--- src/rtl/filt_addr_gen.sv ---
// Strided word-address generator: first address 1 cycle after start, up to 1 address/cycle.
// Backpressure: addr is held until addr_valid & addr_ready; pause drops addr_valid without advancing.
module filt_addr_gen #(
    parameter int ADDR_W     = 32,
    parameter int CNT_W      = 32,
    parameter int BYTE_SHIFT = 4
) (
    input  logic              clk,
    input  logic              rst,
    input  logic              start,
    input  logic [ADDR_W-1:0] offset,
    input  logic [CNT_W-1:0]  filesize,
    input  logic [ADDR_W-1:0] stride,
    input  logic              pause,
    input  logic              abort,
    input  logic              addr_ready,
    output logic              addr_valid,
    output logic [ADDR_W-1:0] addr,
    output logic [CNT_W-1:0]  count,
    output logic              busy,
    output logic              done
);

    typedef enum logic [1:0] {
        ST_IDLE = 2'd0,
        ST_RUN  = 2'd1,
        ST_DONE = 2'd2
    } state_t;

    state_t            state_q, state_d;
    logic [ADDR_W-1:0] addr_q, addr_d;
    logic [CNT_W-1:0]  count_q, count_d;
    logic [ADDR_W-1:0] offset_q, offset_d;
    logic [CNT_W-1:0]  filesize_q, filesize_d;
    logic [ADDR_W-1:0] stride_q, stride_d;
    logic [ADDR_W-1:0] step;
    logic              fire;

    // Byte step per accepted address; overflow past ADDR_W is deliberately dropped.
    assign step       = stride_q << BYTE_SHIFT;
    assign addr_valid = (state_q == ST_RUN) && !pause;
    assign fire       = addr_valid && addr_ready;
    assign addr       = addr_q;
    assign count      = count_q;
    assign busy       = (state_q == ST_RUN);
    assign done       = (state_q == ST_DONE);

    always_comb begin
        state_d    = state_q;
        addr_d     = addr_q;
        count_d    = count_q;
        offset_d   = offset_q;
        filesize_d = filesize_q;
        stride_d   = stride_q;
        case (state_q)
            ST_IDLE, ST_DONE: begin
                if (abort) begin
                    state_d = ST_IDLE;
                end else if (start) begin
                    offset_d   = offset;
                    filesize_d = filesize;
                    stride_d   = stride;
                    addr_d     = offset;
                    count_d    = '0;
                    state_d    = (filesize != '0) ? ST_RUN : ST_DONE;
                end
            end
            ST_RUN: begin
                // A fire coincident with abort is still consumed, but the job ends in IDLE.
                if (fire) begin
                    count_d = count_q + CNT_W'(1);
                    addr_d  = addr_q + step;
                    if (abort) begin
                        state_d = ST_IDLE;
                    end else if (count_q + CNT_W'(1) == filesize_q) begin
                        state_d = ST_DONE;
                    end
                end else if (abort) begin
                    state_d = ST_IDLE;
                end
            end
            default: state_d = ST_IDLE;
        endcase
    end

    always_ff @(posedge clk) begin
        if (rst) begin
            state_q    <= ST_IDLE;
            addr_q     <= '0;
            count_q    <= '0;
            offset_q   <= '0;
            filesize_q <= '0;
            stride_q   <= '0;
        end else begin
            state_q    <= state_d;
            addr_q     <= addr_d;
            count_q    <= count_d;
            offset_q   <= offset_d;
            filesize_q <= filesize_d;
            stride_q   <= stride_d;
        end
    end

endmodule

--- config.mk ---
export PLATFORM = sky130hd
export DESIGN_NAME = filt_addr_gen
export DESIGN_NICKNAME = d
export VERILOG_FILES = /design/src/rtl/filt_addr_gen.sv
export SDC_FILE = /design/constraint.sdc
export NUM_CORES = 1
export LEC_CHECK = 0
export ABC_CLOCK_PERIOD_IN_PS = 3500
export BUFFER_PORTS_ARGS = -buffer_cell sky130_fd_sc_hd__buf_2
export CORE_UTILIZATION = 35
export DETAILED_ROUTE_END_ITERATION = 12
export GPL_ROUTABILITY_DRIVEN = 0
export GPL_TIMING_DRIVEN = 1
export HOLD_SLACK_MARGIN = 0.15
export SKIP_LAST_GASP = 1
export SLEW_MARGIN = 20
export SYNTH_ARGS = -nofsm -noshare
export SYNTH_HDL_FRONTEND = slang
export SYNTH_SLANG_ARGS = --single-unit
--- constraint.sdc ---
create_clock -name clk -period 3.5 [get_ports clk]
set_input_delay 0.175 -clock clk [delete_from_list [all_inputs] [get_ports clk]]
set_output_delay 0.175 -clock clk [all_outputs]
set_load 0.005 [all_outputs]
==> metrics.txt <==
DRT iter0 DRCs=approximately 440; area taken by flip-flops and latches=between 2000 and 3000 um^2; number of maximum-capacitance constraint violations=0; async set or reset register ratio after synthesis=0; Post-Syn Area=around 7500 um^2; power per unit of standard cell area=roughly 420 nW/um^2; Port-buffer cells=between 150 and 200; footprint of the multi-input gates=between 4000 and 5000 um^2; RSZ-0062 raised after global routing=no; outcome=complete, no violations; delay-heaviest family, CP=compound AO/OA/AOI/OAI gates; portion of the post-synthesis area used by sequential elements=0.337; worst hold margin=~0.17 ns; Initial Util=0.356; Total Routing Usage GR=0.219; maximum single-stage delay on the critical path=between 0.4 and 0.5 ns; Area Overhead vs Synth=33.9%; WP buf/inv=0; Core Region=roughly 21000 um^2; Avg Vias per Cell=just over 5; kind of capture point of the worst setup path=register; worst-path cell chain=ha_1, fa_1, a211oi_2, nor4_1, nor2_1, o21ai_0, a211oi_1, a22oi_1, or4_1, a31oi_1, o22ai_1; width of the die=148 um; Congestion Overflow GR=0; total number of placement rows=between 50 and 60; layout filler cell count=2079; number of top-level pins=approximately 170; Min-Delay Path Class=input port to register; library cell with the highest instance count after synthesis=sky130_fd_sc_hd__nand2_1; clock tree from TritonCTS=done; Final ANT Viol Nets=0; worst slew pin tran=~1.1 ns; FF+latch count, synth=about 130; setup total negative slack=0 ns; via count of the first global-routing pass=7520; number of flops mapped to enable cells by yosys=0; instance count of the mapped netlist=between 1000 and 1500; net count after synthesis=~1100; average instance area after synthesis=between 7 and 8 um^2; area share of the largest cell type after synthesis=0.337; Critical Path AT=about 3.5 ns; detailed-router iteration count before antenna repair=5; number of antenna violations at the first check in global routing=2; clock latency on the worst-skew pair=about 0.43 ns; per-cell routed wire length=approximately 15 um; Synthesis Warnings=0; wire length of the first global-routing pass=38000 um; Placed Instances=1399; worst ir drop on vdd=slightly above 0.3 mV; Slew Limit Fails=0; maximum buffer depth of the clock tree=2; standby leakage power=approximately 4.3 nW; maximum number of pins on one net before global-route repair=71; floorplan die height=between 100 and 150 um; Relative slew margins=0.292; most used flip-flop cell after synthesis=sky130_fd_sc_hd__dfxtp_1; Max stage delay cell, worst path=sky130_fd_sc_hd__fa_1; CTS H-tree lvls=4; root buffer selected by CTS=sky130_fd_sc_hd__clkbuf_16; total clock buffers created by CTS=17; fin nets=1360; DRC violations left=0; detailed placement HPWL=between 15000 and 20000 um; kind of critical path=register to register; wirelength, routed=between 20000 and 25000 um; f_max=0.312 GHz; Vias=around 7900; clock-pin slew on the worst setup and hold paths=roughly 0.06 ns; minimum clock period after layout=between 3 and 4 ns; Yosys cell types=56; CTS Sinks=~130; Hold Vio Cnt, Final=0; share of final-layout standard cells stronger than drive strength 1=0.185; startpoint type of the worst setup path=register; top area cells in the synthesized netlist=sky130_fd_sc_hd__dfxtp_1, sky130_fd_sc_hd__nand2_1, sky130_fd_sc_hd__a21oi_1; data required time of the critical path=3.79 ns; setup-violating endpoint count in the final report=0; die area=between 20000 and 25000 um^2; top fanout value on the critical path=4; share of the cycle needed by the critical path after routing=0.915; non-filler instance count after layout=1519; Setup Skew=about 0.0092 ns; most common library cells after synthesis=sky130_fd_sc_hd__nand2_1, sky130_fd_sc_hd__dfxtp_1, sky130_fd_sc_hd__a21oi_1; largest area contributor in the synthesized netlist=sky130_fd_sc_hd__dfxtp_1
-- final timing paths --
| check | start | to | slack [ns] | cells after the start |
|---|---|---|---|---|
| max | addr[4] | addr[28] | 0.30 | 11 |
| max reg2reg | addr[4] | addr[28] | 0.30 | 11 |
| min | start | state_q[1] | 0.17 | 3 |
| min reg2reg | addr[2] | addr[2] | 0.45 | 2 |
-- worst register-to-register path, delay by kind of cell (launching register included) --
| kind | cells | cell delay (ns) |
|---|---|---|
| fa+ha+maj | 2 | 0.67 |
| compound gates | 6 | 1.40 |
| flops | 1 | 0.32 |
| simple gates | 3 | 0.69 |
-- power breakdown --
| part | internal (W) | total [W] | switching, W |
|---|---|---|---|
| combinational | 0.000268 | 0.000583 | 0.000315 |
| clock | 0.00136 | 0.00206 | 0.000706 |
| sequential | 0.00150 | 0.00154 | 0.0000459 |
-- state kept, by name, summed over array words and instances (netlist names) --
name / flops
filesize_q: 32
stride_q: 28
state_q: 2
addr: 32
count: 32
-- repair_timing --
item | in CTS | in global routing
hold buffers | 86 | 0
gates resized for setup | 0 | 1
hold endpoints to repair | 86 | 0
setup buffers | 0 | 0
endpoints found under the setup margin | 0 | 3
-- per-layer routing --
metal | part of all wire | GRT usage | up-vias | routed length [um]
met1 | 0.45 | 0.273 | 3606 | 10600
met2 | 0.49 | 0.377 | 199 | 11500
li1 | - | - | 4014 | -
met5 | 0 | 0 | - | 0
met3 | 0.044 | 0.0460 | 35 | 1030
met4 | 0.017 | 0.0680 | 0 | 398
-- through the flow --
| step | worst slack, ns | util | total power (W) | instance area, um^2 |
|---|---|---|---|---|
| final | 0.298 | 0.477 | 0.00419 | 10000 |
| after global routing | 0.0435 | 0.477 | 0.00435 | 10000 |
| after CTS | 0.164 | 0.476 | 0.00422 | 10000 |
| after detailed placement | 0.187 | 0.403 | 0.00208 | 8470 |
| after global placement | 0.182 | 0.403 | 0.00207 | 8470 |
| after floorplan | 0.575 | - | 0.00189 | 7490 |
-- layout by cell type (no fill, tap or decap), types with 7 or more instances in the layout --
cell type,n
sky130_fd_sc_hd__xnor2_1,43
sky130_fd_sc_hd__dfxtp_1,126
sky130_fd_sc_hd__a31oi_1,7
sky130_fd_sc_hd__o21ai_0,39
sky130_fd_sc_hd__nand4_1,18
sky130_fd_sc_hd__inv_1,9
sky130_fd_sc_hd__nor4_1,17
sky130_fd_sc_hd__nand2_1,213
sky130_fd_sc_hd__a21oi_1,122
sky130_fd_sc_hd__nor3_1,36
sky130_fd_sc_hd__nand3_1,23
sky130_fd_sc_hd__ha_1,28
sky130_fd_sc_hd__and3_1,15
sky130_fd_sc_hd__buf_2,163
sky130_fd_sc_hd__a311oi_1,13
sky130_fd_sc_hd__a21o_1,16
sky130_fd_sc_hd__a211oi_1,14
sky130_fd_sc_hd__buf_4,19
sky130_fd_sc_hd__dlygate4sd3_1,86
sky130_fd_sc_hd__clkbuf_16,17
sky130_fd_sc_hd__xor2_1,28
sky130_fd_sc_hd__a22oi_1,7
sky130_fd_sc_hd__nor2_1,89
-- kinds of logic after synthesis --
group,share of synthesized area
buffers and inverters,0.0486
flip-flops,0.337
adder cells (fa/ha/maj),0.0495
AO/OA/AOI/OAI,0.206
multiplexers,0.00668
AND/OR/NAND/NOR,0.269
XOR/XNOR,0.0830
-- layout make-up --
class                           instances  area share
Tap cell                              275      0.0343
Clock buffer                           19      0.0442
Inverter                                9     0.00337
Multi-Input combinational cell        807       0.461
Antenna cell                            2    0.000499
Sequential cell                       126       0.252
Clock inverter                         13      0.0235
Timing Repair Buffer                  268       0.181
Note: power is estimated with default switching activity, not from simulation.
